[src/rtl/riscv_pkg.sv]
// Shared core parameters plus the program-loader state type and error codes.
package riscv_pkg;

    localparam int          IMEM_SIZE = 16;
    localparam logic [31:0] NOP_INSTR = 32'h0000_0013;

    localparam logic [7:0]  LOADER_SYNC_BYTE = 8'hA5;
    localparam logic [1:0]  LOADER_ERR_NONE  = 2'b00;
    localparam logic [1:0]  LOADER_ERR_LEN   = 2'b01;
    localparam logic [1:0]  LOADER_ERR_CSUM  = 2'b10;

    typedef enum logic [3:0] {
        LD_IDLE,
        LD_SYNC,
        LD_LEN0,
        LD_LEN1,
        LD_DATA,
        LD_CSUM,
        LD_FILL,
        LD_DONE,
        LD_ERROR
    } loader_state_t;

endpackage

[src/rtl/prog_loader_word_asm.sv]
// Little-endian byte-to-word assembler; word_valid_o flags the byte that completes a word.
module loader_word_asm (
    input  logic        clk,
    input  logic        reset_n,
    input  logic        clear_i,
    input  logic        byte_valid_i,
    input  logic [7:0]  byte_i,
    output logic        word_valid_o,
    output logic [31:0] word_o
);

    logic [1:0]  cnt_q, cnt_d;
    logic [23:0] shift_q, shift_d;

    always_comb begin
        cnt_d        = cnt_q;
        shift_d      = shift_q;
        word_valid_o = 1'b0;
        word_o       = {byte_i, shift_q};
        if (clear_i) begin
            cnt_d   = 2'd0;
            shift_d = 24'd0;
        end else if (byte_valid_i) begin
            cnt_d        = cnt_q + 2'd1;
            shift_d      = {byte_i, shift_q[23:8]};
            word_valid_o = (cnt_q == 2'd3);
        end
    end

    always_ff @(posedge clk or negedge reset_n) begin
        if (!reset_n) begin
            cnt_q   <= 2'd0;
            shift_q <= 24'd0;
        end else begin
            cnt_q   <= cnt_d;
            shift_q <= shift_d;
        end
    end

endmodule

[src/rtl/prog_loader.sv]
// Program loader: takes a framed byte stream, writes instruction words into imem,
// pads the rest with NOPs and releases the core only after a matching checksum.
//
// state | meaning
// IDLE  | waiting for start after reset
// SYNC  | discarding bytes until the sync marker
// LEN0  | low byte of word count
// LEN1  | high byte of word count, range check
// DATA  | payload bytes, one imem write per 4 bytes
// CSUM  | compare XOR of payload bytes
// FILL  | NOP writes from N to the top of imem
// DONE  | load good, core released
// ERROR | load aborted, core held
module prog_loader
    import riscv_pkg::*;
#(
    parameter int IMEM_WORDS = IMEM_SIZE,
    parameter int ADDR_W     = $clog2(IMEM_WORDS)
) (
    input  logic              clk,
    input  logic              reset_n,
    input  logic              start,
    input  logic              s_valid,
    input  logic [7:0]        s_data,
    output logic              s_ready,
    output logic              imem_we,
    output logic [ADDR_W-1:0] imem_addr,
    output logic [31:0]       imem_wdata,
    output logic              core_hold,
    output logic              busy,
    output logic              done,
    output logic              err,
    output logic [1:0]        err_code,
    output logic [ADDR_W:0]   words_loaded
);

    localparam logic [15:0]   DEPTH16  = 16'(IMEM_WORDS);
    localparam logic [ADDR_W:0] DEPTH  = (ADDR_W+1)'(IMEM_WORDS);
    localparam logic [ADDR_W:0] ONE    = {{ADDR_W{1'b0}}, 1'b1};

    loader_state_t     state_q, state_d;
    logic [15:0]       len_q, len_d, len_n;
    logic [7:0]        csum_q, csum_d;
    logic [ADDR_W:0]   words_q, words_d;
    logic [ADDR_W:0]   fill_q, fill_d;
    logic [1:0]        err_code_q, err_code_d;
    logic              we_q, we_d;
    logic [ADDR_W-1:0] addr_q, addr_d;
    logic [31:0]       wdata_q, wdata_d;
    logic              fire, asm_clear, asm_valid, word_valid;
    logic [31:0]       word;

    assign s_ready = (state_q == LD_SYNC) || (state_q == LD_LEN0) || (state_q == LD_LEN1) ||
                     (state_q == LD_DATA) || (state_q == LD_CSUM);
    assign fire      = s_valid && s_ready;
    assign asm_valid = fire && (state_q == LD_DATA);
    assign len_n     = {s_data, len_q[7:0]};

    loader_word_asm u_word_asm (
        .clk          (clk),
        .reset_n      (reset_n),
        .clear_i      (asm_clear),
        .byte_valid_i (asm_valid),
        .byte_i       (s_data),
        .word_valid_o (word_valid),
        .word_o       (word)
    );

    always_comb begin
        state_d    = state_q;
        len_d      = len_q;
        csum_d     = csum_q;
        words_d    = words_q;
        fill_d     = fill_q;
        err_code_d = err_code_q;
        we_d       = 1'b0;
        addr_d     = addr_q;
        wdata_d    = wdata_q;
        asm_clear  = 1'b0;
        case (state_q)
            LD_IDLE, LD_DONE, LD_ERROR: begin
                if (start) begin
                    state_d    = LD_SYNC;
                    words_d    = '0;
                    csum_d     = 8'd0;
                    err_code_d = LOADER_ERR_NONE;
                    asm_clear  = 1'b1;
                end
            end
            LD_SYNC: if (fire && s_data == LOADER_SYNC_BYTE) state_d = LD_LEN0;
            LD_LEN0: begin
                if (fire) begin
                    len_d[7:0] = s_data;
                    state_d    = LD_LEN1;
                end
            end
            LD_LEN1: begin
                if (fire) begin
                    len_d = len_n;
                    if (len_n > DEPTH16) begin
                        state_d    = LD_ERROR;
                        err_code_d = LOADER_ERR_LEN;
                    end else if (len_n == 16'd0) begin
                        state_d = LD_CSUM;
                    end else begin
                        state_d = LD_DATA;
                    end
                end
            end
            LD_DATA: begin
                if (fire) csum_d = csum_q ^ s_data;
                if (word_valid) begin
                    we_d    = 1'b1;
                    addr_d  = words_q[ADDR_W-1:0];
                    wdata_d = word;
                    words_d = words_q + ONE;
                    if (16'(words_q) + 16'd1 == len_q) state_d = LD_CSUM;
                end
            end
            LD_CSUM: begin
                if (fire) begin
                    if (s_data == csum_q) begin
                        fill_d  = words_q;
                        state_d = (words_q == DEPTH) ? LD_DONE : LD_FILL;
                    end else begin
                        state_d    = LD_ERROR;
                        err_code_d = LOADER_ERR_CSUM;
                    end
                end
            end
            LD_FILL: begin
                we_d    = 1'b1;
                addr_d  = fill_q[ADDR_W-1:0];
                wdata_d = NOP_INSTR;
                fill_d  = fill_q + ONE;
                if (fill_q + ONE == DEPTH) state_d = LD_DONE;
            end
            default: state_d = LD_IDLE;
        endcase
    end

    always_ff @(posedge clk or negedge reset_n) begin
        if (!reset_n) begin
            state_q    <= LD_IDLE;
            len_q      <= 16'd0;
            csum_q     <= 8'd0;
            words_q    <= '0;
            fill_q     <= '0;
            err_code_q <= LOADER_ERR_NONE;
            we_q       <= 1'b0;
            addr_q     <= '0;
            wdata_q    <= 32'd0;
        end else begin
            state_q    <= state_d;
            len_q      <= len_d;
            csum_q     <= csum_d;
            words_q    <= words_d;
            fill_q     <= fill_d;
            err_code_q <= err_code_d;
            we_q       <= we_d;
            addr_q     <= addr_d;
            wdata_q    <= wdata_d;
        end
    end

    assign imem_we      = we_q;
    assign imem_addr    = addr_q;
    assign imem_wdata   = wdata_q;
    assign busy         = !((state_q == LD_IDLE) || (state_q == LD_DONE) || (state_q == LD_ERROR));
    assign done         = (state_q == LD_DONE);
    assign err          = (state_q == LD_ERROR);
    assign core_hold    = (state_q != LD_DONE);
    assign err_code     = err_code_q;
    assign words_loaded = words_q;

endmodule

[config.mk]
export PLATFORM = sky130hd
export DESIGN_NAME = prog_loader
export DESIGN_NICKNAME = d
export VERILOG_FILES = /design/src/rtl/riscv_pkg.sv /design/src/rtl/prog_loader_word_asm.sv /design/src/rtl/prog_loader.sv
export SDC_FILE = /design/constraint.sdc
export NUM_CORES = 1
export LEC_CHECK = 0
export ABC_AREA = 0
export CAP_MARGIN = 25
export CORE_ASPECT_RATIO = 0.75
export CORE_MARGIN = 4
export CORE_UTILIZATION = 55
export CTS_CLUSTER_DIAMETER = 60
export DETAILED_ROUTE_END_ITERATION = 10
export PLACE_DENSITY = 0.87
export SYNTH_ARGS = -nofsm -noshare
export SYNTH_HDL_FRONTEND = slang
export SYNTH_SLANG_ARGS = --single-unit
[constraint.sdc]
create_clock -name clk -period 2.82 [get_ports clk]
set_input_delay 0.282 -clock clk [delete_from_list [all_inputs] [get_ports clk]]
set_output_delay 0.282 -clock clk [all_outputs]
set_load 0.02 [all_outputs]
# Word-level counts from Yosys, hierarchy flattened
# Index checks and enable logic that the tools add are counted.
# word_totals
wordCells	116
register_bits	103
input_bits	12
# op_classes
add_sub_neg	4
magnitude_cmp	1
n_reduce_logical	26
eq_ne	27
bitwise	2
n_mux	44
# op_table
operator	n
32-bit one-hot mux with 2 select lines	1
24-bit two-way mux	2
4-bit two-way mux	11
32-bit two-way mux	1
8-bit one-hot mux with 2 select lines	2
4-bit one-hot mux with 7 select lines	1
8-bit two-way mux	3
5-bit two-way mux	4
5-bit one-hot mux with 2 select lines	2
4-bit by 3-bit equality test with 1-bit output (second input constant)	4
6-bit by 16-bit equality test with 1-bit output	1
16-bit by 5-bit greater-than comparator with 1-bit output (second input constant)	1
16-bit zero test	1
2-bit two-way mux	7
2-bit inequality test (second input constant)	7
3-bit AND reduction	4
5-bit by 1-bit adder with 5-bit output (second input constant)	2
5-bit equality test (second input constant)	2
2-bit by 1-bit inequality test with 1-bit output (second input constant)	5
4-bit by 2-bit equality test with 1-bit output (second input constant)	2
8-bit equality test	1
8-bit equality test (second input constant)	1
4-bit one-hot mux with 2 select lines	1
8-bit AND reduction	1
20 further kinds	37

# Longest topological paths before layout
# depth
word_depth	11
ltp_mapped	10

# Cells and area by module
# From an unflattened synthesis, not the netlist that was laid out.
# unflattened
cells_unflattened	444
area_unflattened_um2	4928.5
# modules_own_cells
module	area_each_um2	seq_area_each_um2	n_inst	cells_per_inst
prog_loader	3772.4	1926.8	1	349
loader_word_asm	1156.1	650.6	1	95

# Least setup slack after synthesis
# Ideal clock, no wire load.
# synth_timing
path_kind	register -> register
startpoint	register state_q[1]
endpoint	register fill_q[0]
path_stages_with_launch	6
n_path_buf	1
path_slack_ns	0.614
arrival_time_ns	2.080
path_cell_list	dfrtp_1 -> buf_2 -> nand2_1 -> nor3b_1 -> nand3_1 -> a311o_1
# synth_between
elab_chain_len	8
elab_cells_between_ends	16
cone_classes	8 x eq/ne; 1 x mux; 7 x reduce/logical
# synth_rtl
item	line	rtl
start: declaration	prog_loader.sv:41	loader_state_t state_q, state_d;
start signal: assignment	prog_loader.sv:154	state_q <= state_d;
4-bit by 1-bit equality test with 1-bit output / 4-bit by 2-bit equality test with 1-bit output (equally long branches)	prog_loader.sv:53	assign s_ready = (state_q == LD_SYNC) || (state_q == LD_LEN0) || (state_q == LD_LEN1) ||
1-bit logical OR (3 in series)	prog_loader.sv:53	
1-bit logical OR *	prog_loader.sv:54	(state_q == LD_DATA) || (state_q == LD_CSUM);
net s_ready	prog_loader.sv:25	output logic s_ready,
1-bit logical AND *	prog_loader.sv:55	assign fire = s_valid && s_ready;
2-bit inequality test (no source line) *	--	
3-bit AND reduction (no source line) *	--	
end signal: assignment	prog_loader.sv:158	fill_q <= fill_d;
end: declaration	prog_loader.sv:45	logic [ADDR_W:0] fill_q, fill_d;
# Mark *: on every way through the listed nets, which the timed path passes. The rest lies on a longest branch.
# A chain may end at the register's enable or synchronous reset.

# Worst setup path in the final report
# layout_timing
startpoint	register state_q[1]
endpoint	output err
# layout_between
elab_chain_len	1
# layout_rtl
item	line	rtl
4-bit equality test	prog_loader.sv:171	assign err = (state_q == LD_ERROR);
end: declaration	prog_loader.sv:32	output logic err,
# Every way passes these cells.

==> metrics.md <==
| Metric | Value |
|---|---|
| Max-slew violations | `0` |
| Buffer count from post-CTS setup fixing | `0` |
| Most common library cells after synthesis | `135 x nand2_1, 103 x dfrtp_1, 43 x nand3_1` |
| Clock slew at reported path FFs | `0.07 ns` |
| Mapped cell area | `4750 um^2` |
| Endpoint class of the critical path | `output port` |
| Slowest stage delay, CP | `0.61 ns` |
| Iteration-0 DRC Markers | `479` |
| TritonCTS Buffers | `9` |
| Critical path's slowest cell | `clkdlybuf4s50_1` |
| IO Pins | `61` |
| Max-cap viol count | `0` |
| TritonCTS Sinks | `103` |
| Die Wd | `115 um` |
| Final setup fails | `0` |
| Dpl cells | `663` |
| Gpl congestion | `0.967` |
| Core box area | `8450 um^2` |
| DR vias | `4051` |
| WL per Instance | `18.1 um` |
| Met2 wire length | `5900 um` |
| Via/cell ratio | `5.96` |
| Mapped Avg Cell Area | `9.32 um^2` |
| Row Count | `29` |
| Area Growth Syn to Fin | `21.9%` |
| Final wirelength | `12300 um` |
| Post-synth top area share | `54.2%` |
| Final nets | `583` |
| Final TNS setup | `0 ns` |
| EDFF count, synth | `0` |
| Area leader, netlist | `dfrtp_1` |
| Max H-tree Level | `3` |
| Design area | `5800 um^2` |
| Overall routing resource usage | `25.6%` |
| Met3 Wirelength | `885 um` |
| Clock insertion delay at the later pin of the skew report | `0.35 ns` |
| Post-CTS Resized | `0` |
| Max Freq | `0.409 GHz` |
| Pre-CTS WS | `0.0769 ns` |
| Cts hold-fix bufs | `1` |
| Synth warnings | `0` |
| Ys async rst share | `100%` |
| CTS Buffer Depth | `2` |
| RSZ-0062 raised after global routing | `no` |
| Fill count | `663` |
| Final ANT Viol Nets | `0` |
| CP Cell Sequence | `nor3_1, and2_1, clkdlybuf4s50_1` |
| Slew headroom | `58.0%` |
| Non-filler instance count after layout | `680` |
| Synthesized flop and latch total | `103` |
| DR DRC count | `0` |
| Setup ws final | `0.377 ns` |
| Critical Path Fanout Max | `12` |
| Worst Hold Class | `flop to flop` |
| CTS tree | `built` |
| Top delay family on crit path | `simple AND/OR/NAND/NOR gates` |
| Fin crit period | `2.44 ns` |
| Gr ovfl total | `0` |
| Die ar. | `10200 um^2` |
| Antenna Cells | `0` |
| Count leader, synth | `nand2_1` |
| Synth Flop Type | `dfrtp_1` |
| Largest net degree at the start of global routing | `50` |
| Cell Area, Placed | `5500 um^2` |
| Skew final | `0.0105 ns` |
| Status | `completed` |
| WP buf/inv | `1` |
| First drt pass iteration count | `6` |
| HPWL after DPL | `8460 um` |
| Fraction of layout cells with a size suffix above 1 | `10.5%` |
| Mapped Nets | `526` |
| Final Core Density | `68.6%` |
| Pin slew with the least headroom to its limit | `0.630 ns` |
| Initial antenna violation count | `0` |
| Final period utilization | `86.6%` |
| Cell count after synthesis | `510` |
| Number of global-route vias before repair | `4012` |
| Kind of critical path | `flop to output port` |
| Met1 Wirelength | `5310 um` |
| Static leakage | `2.77 nW` |
| First-pass GRT wire length | `20400 um` |
| Port Buf Inserts | `60` |
| Die Ht | `88.5 um` |
| Root buffer cell | `clkbuf_16` |
| Initial Util | `56.2%` |
| Fin. Hold Viols | `0` |
| IR drop worst, VDD | `0.370 mV` |
| Crit path launch type | `flop` |
| Arr. time, crit path | `2.16 ns` |
| Sequential share of the synthesized area | `54.2%` |
| Pwr Density | `540 nW/um^2` |
| Area contributors post-synth | `dfrtp_1 54%, nand2_1 11%, nand3_1 4.5%` |
| Max Used Layer | `met4` |
| Unique cell type count in the Yosys netlist | `45` |
| Required @ worst endpoint | `2.54 ns` |
worst min-delay path, stage by stage (launching register included):
cell and delay, ns:
dfrtp_1 0.35, nand2_1 0.06, nand2_1 0.05
logic make-up (layout without fill, tap and decap cells):
kind of cell	after synthesis	after routing	synth area share, %
fa+ha+maj	4	4	1.05
mux	24	24	5.63
flops	103	103	54.2
simple gates	245	245	23.1
buf+inv	40	102	3.24
compound gates	76	76	9.42
xor+xnor	18	18	3.32
path summary, 6_finish.rpt:
kind                                       start                     end  slack [ns]  cells past startpoint
min                        u_word_asm.shift_q[2]           imem_wdata[2]        0.48                      2
min in group asynchronous                reset_n           imem_wdata[7]        0.49                      2
min reg2reg                u_word_asm.shift_q[2]           imem_wdata[2]        0.48                      2
max reg2reg                           state_q[3]               csum_q[0]        0.49                      5
max                                   state_q[1]                     err        0.38                      3
max in group asynchronous                reset_n  u_word_asm.shift_q[23]        1.61                      3
per-stage QoR:
stage	hold WS, ns	total power, mW
after floorplan	-0.0136	1.79
after global placement	0.338	1.94
after detailed placement	0.337	1.95
after CTS	0.478	3.14
after global routing	0.488	3.24
final	0.478	3.13
report_power, final:
part / leakage (nW) / total [mW] / internal, mW / switching (mW)
Clock: 0.134 / 1.20 / 0.619 / 0.581
Sequential: 1.42 / 1.55 / 1.50 / 0.0424
Combinational: 1.21 / 0.383 / 0.154 / 0.229
metal layers:
| metal | track usage [%] | vias up |
|---|---|---|
| met5 | 0 | - |
| met4 | 6.72 | 0 |
| met3 | 5.40 | 25 |
| met2 | 41.8 | 183 |
| met1 | 35.4 | 1994 |
| li1 | - | 1849 |
area by class of cell:
class                      count  area (um^2)  area share, %
clock buffer                   9          225           3.88
tap                          108          135           2.33
multi-input combinational    367         2030           34.9
sequential                   103         2580           44.5
clock inverter                 7         65.1           1.12
timing repair buffer          79          743           12.8
inverter                       7         26.3          0.453
flip-flops by register name (all words and copies together), names as in the netlist:
register	cells
imem_wdata	32
u_word_asm.shift_q	24
len_q	16
csum_q	8
fill_q	5
words_loaded	5
imem_addr	4
state_q	4
err_code	2
u_word_asm.cnt_q	2
imem_we	1
placed cells by master (no fill, tap or decap), types with 3 or more instances in the layout:
cell / instances
mux2_2: 18
mux2i_1: 5
buf_4: 19
nor2b_1: 3
dfrtp_1: 103
a31oi_1: 3
xnor2_1: 4
nor2_1: 24
clkinvlp_4: 3
a21oi_1: 31
xor2_1: 14
nor4_1: 6
o21ai_0: 23
o31ai_1: 3
inv_8: 3
and2_1: 4
clkbuf_16: 9
nand2_1: 135
inv_1: 7
nand3_1: 43
clkdlybuf4s50_1: 59
nor3_1: 8
nand4_1: 3
and3_1: 5
or3_1: 3
ha_1: 4
Note: power is estimated with default switching activity, not from simulation.
